File: config.mk
export PLATFORM = sky130hd
export DESIGN_NAME = hazard_ctrl
export DESIGN_NICKNAME = d
export VERILOG_FILES = /design/src/rtl/hazard_ctrl.sv
export SDC_FILE = /design/constraint.sdc
export NUM_CORES = 1
export LEC_CHECK = 0
export BUFFER_PORTS_ARGS = -buffer_cell sky130_fd_sc_hd__buf_2
export CAP_MARGIN = 0
export CORE_UTILIZATION = 30
export CTS_BUF_LIST = sky130_fd_sc_hd__clkbuf_16
export CTS_CLUSTER_DIAMETER = 30
export DETAILED_ROUTE_END_ITERATION = 7
export PLACE_DENSITY = 0.52
export SLEW_MARGIN = 20
export SYNTH_ARGS = -nofsm -noshare
export SYNTH_HDL_FRONTEND = slang
export SYNTH_SLANG_ARGS = --single-unit
File: constraint.sdc
create_clock -name clk -period 4.3 [get_ports clk]
set_input_delay 0.645 -clock clk [delete_from_list [all_inputs] [get_ports clk]]
set_output_delay 0.645 -clock clk [all_outputs]
set_load 0.005 [all_outputs]
File: src/rtl/hazard_ctrl.sv
// hazard_ctrl: stall/flush sequencer for the 5-stage pipeline.
// Handles the hazards forwarding cannot cover: load-use, branch/JALR
// operands produced by a load, and multi-cycle data-memory accesses.
// It also keeps a sticky memory-timeout flag and a saturating count of
// stall cycles.
module hazard_ctrl #(
    parameter int MEM_TIMEOUT = 255,
    parameter int CNT_W       = 32
) (
    input  logic             clk,
    input  logic             rst,
    input  logic [4:0]       rs1_ID,
    input  logic [4:0]       rs2_ID,
    input  logic             use_rs1_ID,
    input  logic             use_rs2_ID,
    input  logic             branch_ID,
    input  logic             redirect_ID,
    input  logic [4:0]       rd_EX,
    input  logic [4:0]       rd_MEM,
    input  logic             MemRead_EX,
    input  logic             MemRead_MEM,
    input  logic             dmem_req_MEM,
    input  logic             dmem_ready,
    output logic             stall_IF,
    output logic             stall_ID,
    output logic             bubble_EX,
    output logic             stall_EX,
    output logic             stall_MEM,
    output logic             bubble_WB,
    output logic             flush_ID,
    output logic [1:0]       hz_state,
    output logic             mem_timeout,
    output logic [CNT_W-1:0] stall_cycles
);

    typedef enum logic [1:0] {
        RUN      = 2'd0,
        BR_WAIT  = 2'd1,
        MEM_WAIT = 2'd2
    } state_t;

    // Last wait_cnt value before the timeout flag sets.
    localparam logic [15:0] TIMEOUT_LAST = 16'(MEM_TIMEOUT - 1);

    state_t      state_q;
    state_t      state_d;
    state_t      ret_q;
    state_t      ret_d;
    logic [15:0] wait_cnt_q;
    logic        enter_wait;
    logic        freeze;
    logic        hold;
    logic        flush;
    logic        memwait;
    logic        lu;
    logic        bl_mem;

    // True when a register written by an older instruction is read in ID.
    function automatic logic dep(
        input logic [4:0] rd,
        input logic [4:0] rs1,
        input logic [4:0] rs2,
        input logic       use1,
        input logic       use2
    );
        return (rd != 5'd0) && ((use1 && (rd == rs1)) || (use2 && (rd == rs2)));
    endfunction

    assign memwait = dmem_req_MEM && !dmem_ready;
    assign lu      = MemRead_EX && dep(rd_EX, rs1_ID, rs2_ID, use_rs1_ID, use_rs2_ID);
    assign bl_mem  = branch_ID && MemRead_MEM &&
                     dep(rd_MEM, rs1_ID, rs2_ID, use_rs1_ID, use_rs2_ID);

    // Next-state and hazard decision; freeze = memory wait, hold = ID stall + bubble.
    always_comb begin
        state_d    = state_q;
        ret_d      = ret_q;
        enter_wait = 1'b0;
        freeze     = 1'b0;
        hold       = 1'b0;
        flush      = 1'b0;
        case (state_q)
            RUN: begin
                if (memwait) begin
                    freeze     = 1'b1;
                    ret_d      = RUN;
                    state_d    = MEM_WAIT;
                    enter_wait = 1'b1;
                end else if (lu || bl_mem) begin
                    hold = 1'b1;
                    // A branch on a load in EX needs a second stall cycle.
                    if (lu && branch_ID) begin
                        state_d = BR_WAIT;
                    end
                end else if (redirect_ID) begin
                    flush = 1'b1;
                end
            end
            BR_WAIT: begin
                if (memwait) begin
                    freeze     = 1'b1;
                    ret_d      = BR_WAIT;
                    state_d    = MEM_WAIT;
                    enter_wait = 1'b1;
                end else begin
                    // Unconditional second stall; any redirect is taken later.
                    hold    = 1'b1;
                    state_d = RUN;
                end
            end
            MEM_WAIT: begin
                if (!dmem_ready) begin
                    freeze = 1'b1;
                end else begin
                    // Exit cycle: pipeline advances, no hazard decision here.
                    state_d = ret_q;
                end
            end
            default: begin
                state_d = RUN;
                ret_d   = RUN;
            end
        endcase
    end

    assign stall_IF  = freeze | hold;
    assign stall_ID  = freeze | hold;
    assign bubble_EX = hold;
    assign stall_EX  = freeze;
    assign stall_MEM = freeze;
    assign bubble_WB = freeze;
    assign flush_ID  = flush & ~(freeze | hold);
    assign hz_state  = state_q;

    // FSM state and return-state registers.
    always_ff @(posedge clk or posedge rst) begin
        if (rst) begin
            state_q <= RUN;
            ret_q   <= RUN;
        end else begin
            state_q <= state_d;
            ret_q   <= ret_d;
        end
    end

    // Memory wait counter: cleared on entry, counts MEM_WAIT cycles, never wraps.
    always_ff @(posedge clk or posedge rst) begin
        if (rst) begin
            wait_cnt_q <= 16'd0;
        end else if (enter_wait) begin
            wait_cnt_q <= 16'd0;
        end else if ((state_q == MEM_WAIT) && (wait_cnt_q != 16'hFFFF)) begin
            wait_cnt_q <= wait_cnt_q + 16'd1;
        end
    end

    // Sticky timeout flag; the FSM keeps waiting after it sets.
    always_ff @(posedge clk or posedge rst) begin
        if (rst) begin
            mem_timeout <= 1'b0;
        end else if ((state_q == MEM_WAIT) && !dmem_ready &&
                     (wait_cnt_q == TIMEOUT_LAST)) begin
            mem_timeout <= 1'b1;
        end
    end

    // Saturating count of cycles with the ID stage held.
    always_ff @(posedge clk or posedge rst) begin
        if (rst) begin
            stall_cycles <= '0;
        end else if (stall_ID && (stall_cycles != {CNT_W{1'b1}})) begin
            stall_cycles <= stall_cycles + 1'b1;
        end
    end

endmodule

* Yosys cells after proc, flatten, opt, wreduce, memory -nomap -nowiden
Cells that the tools add are included.
Widths: inputs -> output; s select.
** Storage, ports and cells
- Register bits after elaboration :: 53
- Input port bits :: 30
- Output and inout bits :: 42
- Logic and storage cells :: 74
** Operators by class
- Add/sub/neg operators :: 2
- Eq/ne operators :: 14
- Muxes and demuxes :: 23
- Bitwise gates (word level) :: 4
- Reduce and logical (&&, ||, !) cells :: 26
** Operator list (count)
- $add 32x1->32 const B :: 1
- $mux 16 :: 2
- $ne 32x32->1 const B :: 1
- $eq 5x5->1 :: 4
- $add 16x1->16 const B :: 1
- $eq 16x8->1 const B :: 1
- $ne 16x16->1 const B :: 1
- $logic_and 1x1->1 :: 15
- $mux 2 :: 7
- $pmux 2 s3 :: 2
- $mux 1 :: 10
- $reduce_bool 5->1 :: 2
- $ne 2x2->1 const B :: 3
- $ne 3x3->1 const B :: 2
- $reduce_and 3->1 :: 2
- $pmux 1 s2 :: 2
- $logic_or 1x1->1 :: 3
- $eq 2x1->1 const B :: 1
- $eq 2x2->1 const B :: 1
- $logic_not 2->1 :: 1
- $not 1->1 :: 2
- $reduce_bool 2->1 :: 1
- $reduce_or 2->1 :: 1
- $and 1x1->1 :: 1
- 2 further kinds :: 2

* Longest topological paths before layout
Gate-level depths: netlist (run 1).
- Depth after elaboration :: 12
- Depth in mapped cells :: 9
- Gate-level depth less buffers :: 8

* Worst setup path after synthesis (run 1)
OpenSTA, ideal clock, no wires.
- Path kind :: input-to-output
- From :: input rd_EX[1]
- To :: output stall_IF
- Arrival time :: 2.231 ns
- Data required time :: 3.655 ns
- Path slack :: 1.424 ns
- Stages on the path :: 7
- Path buffers :: 1
- Cells stage by stage :: or4_1 -> o21a_1 -> and2_1 -> a21o_1 -> o21a_1 -> or2_2 -> buf_4
** Between the ends
- Word-level cells in the longest chain between the ends :: 10
- Elaborated cells between the ends (all ways) :: 13
- Those cells by class :: 2 x eq/ne; 3 x mux; 1 x bitwise; 7 x reduce/logical
** RTL lines
- start: declaration :: RTL line 18 : input logic [4:0] rd_EX,
- $eq 5x5->1 :: RTL line 66 : return (rd != 5'd0) && ((use1 && (rd == rs1)) || (use2 && (rd == rs2)));
- $logic_and 1x1->1 :: RTL line 66
- $logic_or 1x1->1 :: RTL line 66
- $logic_and 1x1->1 * :: RTL line 66
- $logic_and 1x1->1 * :: RTL line 70 : assign lu = MemRead_EX && dep(rd_EX, rs1_ID, rs2_ID, use_rs1_ID, use_rs2_ID);
- $logic_or 1x1->1 * :: RTL line 89 : end else if (lu || bl_mem) begin
- $mux 1 * :: RTL line 89
- $mux 1 * :: RTL line 84 : if (memwait) begin
- $pmux 1 s2 * :: RTL line 82 : case (state_q)
- via bubble_EX :: RTL line 26 : output logic bubble_EX,
- $or 1x1->1 *
- end: declaration :: RTL line 24 : output logic stall_IF,
Mark *: on every way through the listed nets, which the timed path passes. The rest lies on a longest branch.

* Worst setup path in the final report (run 1)
- From :: input rd_EX[1]
- To :: output stall_ID
** Between the ends
- Word-level cells in the longest chain between the ends :: 10
- Elaborated cells between the ends (all ways) :: 13
- Those cells by class :: 2 x eq/ne; 3 x mux; 1 x bitwise; 7 x reduce/logical
** RTL lines
- $eq 5x5->1 :: RTL line 66
- $logic_and 1x1->1 :: RTL line 66
- $logic_or 1x1->1 :: RTL line 66
- $logic_and 1x1->1 * :: RTL line 66
- $logic_and 1x1->1 * :: RTL line 70
- $logic_or 1x1->1 * :: RTL line 89
- $mux 1 * :: RTL line 89
- $mux 1 * :: RTL line 84
- $pmux 1 s2 * :: RTL line 82
- $or 1x1->1 * :: RTL line 127 : assign stall_ID = freeze | hold;
- end: declaration :: RTL line 25 : output logic stall_ID,
Every way passes the cells marked *; elsewhere a longest branch is shown, timed or not.

==> results.sh, run 1 <==
export IMPL_outcome="finished clean"
export IMPL_area_growth_pct=22.29
export IMPL_die_area_um2=9920
export IMPL_min_period_over_period=0.7154
export IMPL_clock_latency_ps=290
export IMPL_syn_cell_area_um2=2858
export IMPL_hpwl_mm=4.954
export IMPL_cpMaxStageDelayCell="or4_1"
export IMPL_crit_buf_inv=2
export IMPL_nFillCells=938
export IMPL_finalSetupViolCount=0
export IMPL_worst_pin_slew_ps=971.3
export IMPL_setup_worst_path_start_class="input pin"
export IMPL_drive_above_1_share=0.2423
export IMPL_end_kind="output port"
export IMPL_max_stage_delay_ps=530
export IMPL_ioPinCount=72
export IMPL_via_count=2387
export IMPL_place_gp_congestion=0.8611
export IMPL_synth_distinct_cells=42
export IMPL_cp_cell_sequence="buf_2, or4_1, o21a_1, and2_1, a21o_1, o21a_1, or2_2, buf_2"
export IMPL_leakagePower_uw=0.001674
export IMPL_grt_pass1_vias=2337
export IMPL_syn_nets=318
export IMPL_hold_path_class="in2async"
export IMPL_viasPerCell=4.891
export IMPL_diodes=0
export IMPL_multiInputGateArea_um2=1499
export IMPL_slew_headroom=0.3475
export IMPL_grt_max_degree=29
export IMPL_period_needed_ps=3076
export IMPL_hold_violations=0
export IMPL_die_h_um=99.60
export IMPL_wire_per_inst_um=13.70
export IMPL_synth_seq_cells=52
export IMPL_drc=0
export IMPL_critPathKind="in2out"
export IMPL_port_buffers=71
export IMPL_seq_area_frac_synth=0.4553
export IMPL_p_per_area_nw_per_um2=341.8
export IMPL_peakVddDrop_uv=216.5
export IMPL_h_tree_depth=2
export IMPL_critPathRequiredTime_ps=3650
export IMPL_cts_made_buffers=5
export IMPL_synth_edf_count=0
export IMPL_drtPass1Iterations=4
export IMPL_cap_violations=0
export IMPL_synthArstFlopShare=1.000
export IMPL_post_synth_inst_count=285
export IMPL_core_area_um2=9240
export IMPL_fmax_mhz=325.1
export IMPL_drtAntennaViolNets=0
export IMPL_rows=35
export IMPL_rsz0062_at_grt="false"
export IMPL_cts_setup_buffers=0
export IMPL_utilization=0.3782
export IMPL_initial_utilization=0.3093
export IMPL_holdBufCountCts=0
export IMPL_crit_arrival_ps=2430
export IMPL_synth_flop_cell="dfrtp_1"
export IMPL_yosysWarnings=0
export IMPL_cts_root_buffer="clkbuf_16"
export IMPL_synth_most_common_cell="dfrtp_1"
export IMPL_dieWidth_um=99.60
export IMPL_synth_area_leaders="dfrtp_1 46%, xnor2_1 12%, xor2_1 6.1%, nand4_1 4.4%, nand2_1 3.5%"
export IMPL_final_seq_area_um2=1301
export IMPL_grt_pass1_wl_mm=11.26
export IMPL_final_nets=391
export IMPL_grt_use_total=0.1409
export IMPL_clkSinkCount=52
export IMPL_clkTransAtPathRegs_ps=70
export IMPL_cts_resized=0
export IMPL_yosysTopAreaCellShare=0.4553
export IMPL_grt_ovfl_total=0
export IMPL_cts_tree="built"
export IMPL_critPathTopFamily="simple AND/OR/NAND/NOR gates"
export IMPL_fin_skew_ps=5.346
export IMPL_yosys_top_cells_count="52 x dfrtp_1, 40 x xnor2_1, 27 x nand2_1"
export IMPL_critical_path_peak_fanout=3
export IMPL_report_final_slew_viol_count=0
export IMPL_r2r_start="stall_cycles[0]$_DFFE_PP0P_"
export IMPL_antenna_found_initial=0
export IMPL_finalWirelength_mm=6.687
export IMPL_synth_largest_area_cell="dfrtp_1"
export IMPL_drt_iter0_markers=56
export IMPL_finalSetupTns_ps=0
export IMPL_syn_area_per_cell_um2=10.03
export IMPL_crit_start="rd_EX[1]"
export IMPL_clockBufferDepth=2
==> cell type report <==
cell class                 instances  share of cell area
timing repair buffer              73              0.1060
clock buffer                       5             0.03580
tap                              129             0.04619
clock inverter                     3            0.005371
sequential                        52              0.3724
multi-input combinational        221              0.4289
inverter                           5            0.005371
==> sequential cells by signal, indices dropped and copies added, names as in the netlist <==
signal	cells
stall_cycles	32
wait_cnt_q	16
hz_state	2
mem_timeout	1
ret_q	1
==> worst register-to-register path, cell delays in order, from the launching register on <==
cell and delay (ps):
dfrtp_1 430, ha_1 200, and3_4 210, nand4_1 190, or4_4 620, o31ai_4 440
a21oi_4 220, and4_1 290, xor2_1 140
==> metal layers <==
metal	track usage	vias up	wire length [um]	part of all wire
met5	0	-	0	0
met4	0.04638	0	59	0.0088
met3	0.02670	7	272	0.041
met2	0.2345	48	3157	0.47
met1	0.1843	1170	3197	0.48
li1	-	1162	-	-
==> metrics by stage <==
stage	power, uW	std cells	hold slack, ps	cell area [um^2]	setup WS (ps)
floorplan	723.6	285	460.2	2858	1424
global route	1259	488	457.6	3495	1170
global placement	806.5	480	461.3	3343	1263
detailed placement	807.0	480	465.5	3343	1244
finish	1194	488	409.4	3495	1224
CTS	1208	488	420.6	3487	1235
==> worst paths after layout <==
| check | endpoint | slack (ps) | cells after the start |
|---|---|---|---|
| max | stall_ID | 1220 | 8 |
| min | stall_cycles[22]$_DFFE_PP0P_ | 410 | 2 |
| max reg2reg | stall_cycles[20]$_DFFE_PP0P_ | 1430 | 8 |
| min reg2reg | mem_timeout$_DFFE_PP0P_ | 470 | 1 |
| max in group asynchronous | stall_cycles[28]$_DFFE_PP0P_ | 3100 | 3 |
| min in group clk | mem_timeout$_DFFE_PP0P_ | 470 | 1 |
==> where the power goes <==
group / switching, uW / internal, uW / leakage, uW
clock network: 181 / 214 / 0.0000635
logic: 104 / 104 / 0.000903
registers: 61.3 / 530 / 0.000707
total: 346 / 848 / 0.00167
==> cells in the final DEF (no fill, tap or decap), drive strengths merged, types with 2 or more instances in the layout <==
master,n
and3,13
o22ai,2
o21ai,9
dfrtp,52
nor4,7
nor3,9
a21oi,10
nand4,20
xor2,20
or4,3
ha,3
or3,6
and2,3
nand3,9
and4,5
buf,73
clkinvlp,2
nor2,16
nand2,27
clkbuf,5
mux2i,3
inv,5
o21a,2
xnor2,40
==> logic make-up after synthesis <==
family          synth area share
flops                     0.4553
xor+xnor                  0.1839
compound gates           0.07443
mux                      0.01576
simple gates              0.2347
buf+inv                  0.02277
fa+ha+maj                0.01314
Note: power is estimated with default switching activity, not from simulation.
==> run 2: changes to the inputs <==
Settings changed: PLACE_DENSITY 0.52 to 0.54.
Clock period 4.3 ns to 2.59 ns, I/O delays scaled along.
==> results.sh, run 2 (synthesis gave the netlist of run 1 again) <==
export IMPL_end_kind="output port"
export IMPL_initial_utilization=0.3093
export IMPL_hold_path_class="in2async"
export IMPL_peakVddDrop_uv=328.1
export IMPL_critical_path_peak_fanout=3
export IMPL_crit_arrival_ps=2110
export IMPL_most_common_layout_cells="71 x buf_2, 52 x dfrtp_1, 40 x xnor2_1, 27 x nand2_1, 25 x buf_4"
export IMPL_hold_violations=0
export IMPL_rows=35
export IMPL_grt_use_total=0.1565
export IMPL_finalSetupTns_ps=0
export IMPL_hpwl_mm=5.411
export IMPL_design_area_um2=3682
export IMPL_grt_pass1_vias=2577
export IMPL_cap_violations=0
export IMPL_reg2reg_slack_ps=180
export IMPL_pwr_share_clk=0.317
export IMPL_drt_iter0_markers=75
export IMPL_worst_pin_slew_ps=677.6
export IMPL_period_needed_ps=2501
export IMPL_fin_skew_ps=7.220
export IMPL_rsz0062_at_grt="false"
export IMPL_clock_latency_ps=290
export IMPL_largest_reg_flops=32
export IMPL_grt_max_degree=53
export IMPL_drive_above_1_share=0.2898
export IMPL_p_sw_uw=592.5
export IMPL_viasPerCell=4.828
export IMPL_die_area_um2=9920
export IMPL_dpl_instance_area_um2=3536
export IMPL_setup_worst_path_start_class="input pin"
export IMPL_whs_ps=270.1
export IMPL_cts_tree="built"
export IMPL_seq_power_share=0.460
export IMPL_slew_headroom=0.5483
export IMPL_leakagePower_uw=0.001798
export IMPL_grt_pass1_wl_mm=12.48
export IMPL_cts_made_buffers=5
export IMPL_layout_commonest_cell="buf_2"
export IMPL_clkSinkCount=52
export IMPL_critPathKind="in2out"
export IMPL_comb_power_share=0.223
export IMPL_final_nets=415
export IMPL_finalWirelength_mm=7.042
export IMPL_via_count=2472
export IMPL_area_growth_pct=28.85
export IMPL_ioPinCount=72
export IMPL_port_buffers=71
export IMPL_switching_share=0.2874
export IMPL_antenna_found_initial=0
export IMPL_dieWidth_um=99.60
export IMPL_fmax_mhz=399.9
export IMPL_clockBufferDepth=2
export IMPL_core_area_um2=9240
export IMPL_p_int_uw=1469
export IMPL_report_final_slew_viol_count=0
export IMPL_outcome="finished clean"
export IMPL_drtAntennaViolNets=0
export IMPL_min_period_over_period=0.9656
export IMPL_h_tree_depth=2
export IMPL_p_per_area_nw_per_um2=559.8
export IMPL_finalSetupViolCount=0
export IMPL_drc=0
export IMPL_cts_root_buffer="clkbuf_16"
export IMPL_critPathRequiredTime_ps=2200
export IMPL_drtPass1Iterations=4
export IMPL_wire_per_inst_um=13.75
export IMPL_diodes=0
export IMPL_place_gp_congestion=0.8837
export IMPL_die_h_um=99.60
export IMPL_largest_register="stall_cycles"
export IMPL_grt_ovfl_total=0
export IMPL_clkTransAtPathRegs_ps=70
[run 2: final cells by class]
type | count | area, um^2
clock inverter | 3 | 18.77
multi-input combinational | 221 | 1494
clock buffer | 5 | 125.1
timing repair buffer | 97 | 563.0
tap | 129 | 161.4
inverter | 5 | 18.77
fill | 934 | 5558
sequential | 52 | 1301
[run 2: critical path, stage by stage]
cell and delay (ps):
buf_2 120, or4_1 520, o21a_1 190, and2_1 150
a21o_1 170, o21a_1 180, or2_4 250, buf_2 140
[run 2: per-stage QoR]
step	util	setup WS, ps	std cells	total power (uW)
3_5_place_dp	0.3827	23.77	504	1421
5_1_grt	0.3985	41.59	512	2183
3_3_place_gp	0.3827	52.58	504	1416
4_1_cts	0.3982	18.02	512	2088
6_report	0.3985	89.20	512	2061
2_1_floorplan	-	104.1	285	1201
[run 2: path summary, 6_finish.rpt]
| path | from | endpoint | depth (start not counted) |
|---|---|---|---|
| min in group clk | dmem_ready | hz_state[1]$_DFFE_PP0P_ | 2 |
| worst min-delay path | rst | stall_cycles[22]$_DFFE_PP0P_ | 3 |
| worst min register to register | mem_timeout$_DFFE_PP0P_ | mem_timeout$_DFFE_PP0P_ | 1 |
| max in group asynchronous | rst | stall_cycles[18]$_DFFE_PP0P_ | 3 |
| worst max register to register | stall_cycles[0]$_DFFE_PP0P_ | stall_cycles[9]$_DFFE_PP0P_ | 9 |
| worst max-delay path | rd_EX[1] | stall_ID | 8 |
[run 2: timing repair]
action	4_1_cts	5_1_grt
endpoints found under the setup margin	0	2
hold buffers	0	0
setup buffers	0	0
gates resized for setup	0	1
endpoints found under the hold margin	0	0
[run 2: power groups by stage]
| stage | Clock, uW | Sequential (uW) | Combinational [uW] |
|---|---|---|---|
| 6_report | 654 | 948 | 460 |
| 3_5_place_dp | 0 | 963 | 458 |
| 4_1_cts | 679 | 947 | 463 |
| 3_3_place_gp | 0 | 961 | 454 |
| 2_1_floorplan | 0 | 980 | 222 |
| 5_1_grt | 708 | 961 | 515 |
[run 2: routing by layer]
metal	track usage	part of all wire	up-vias
li1	-	-	1218
met1	0.2036	0.45	1200
met2	0.2698	0.50	50
met3	0.03162	0.045	4
met4	0.03167	0.0065	0
met5	0	0	-
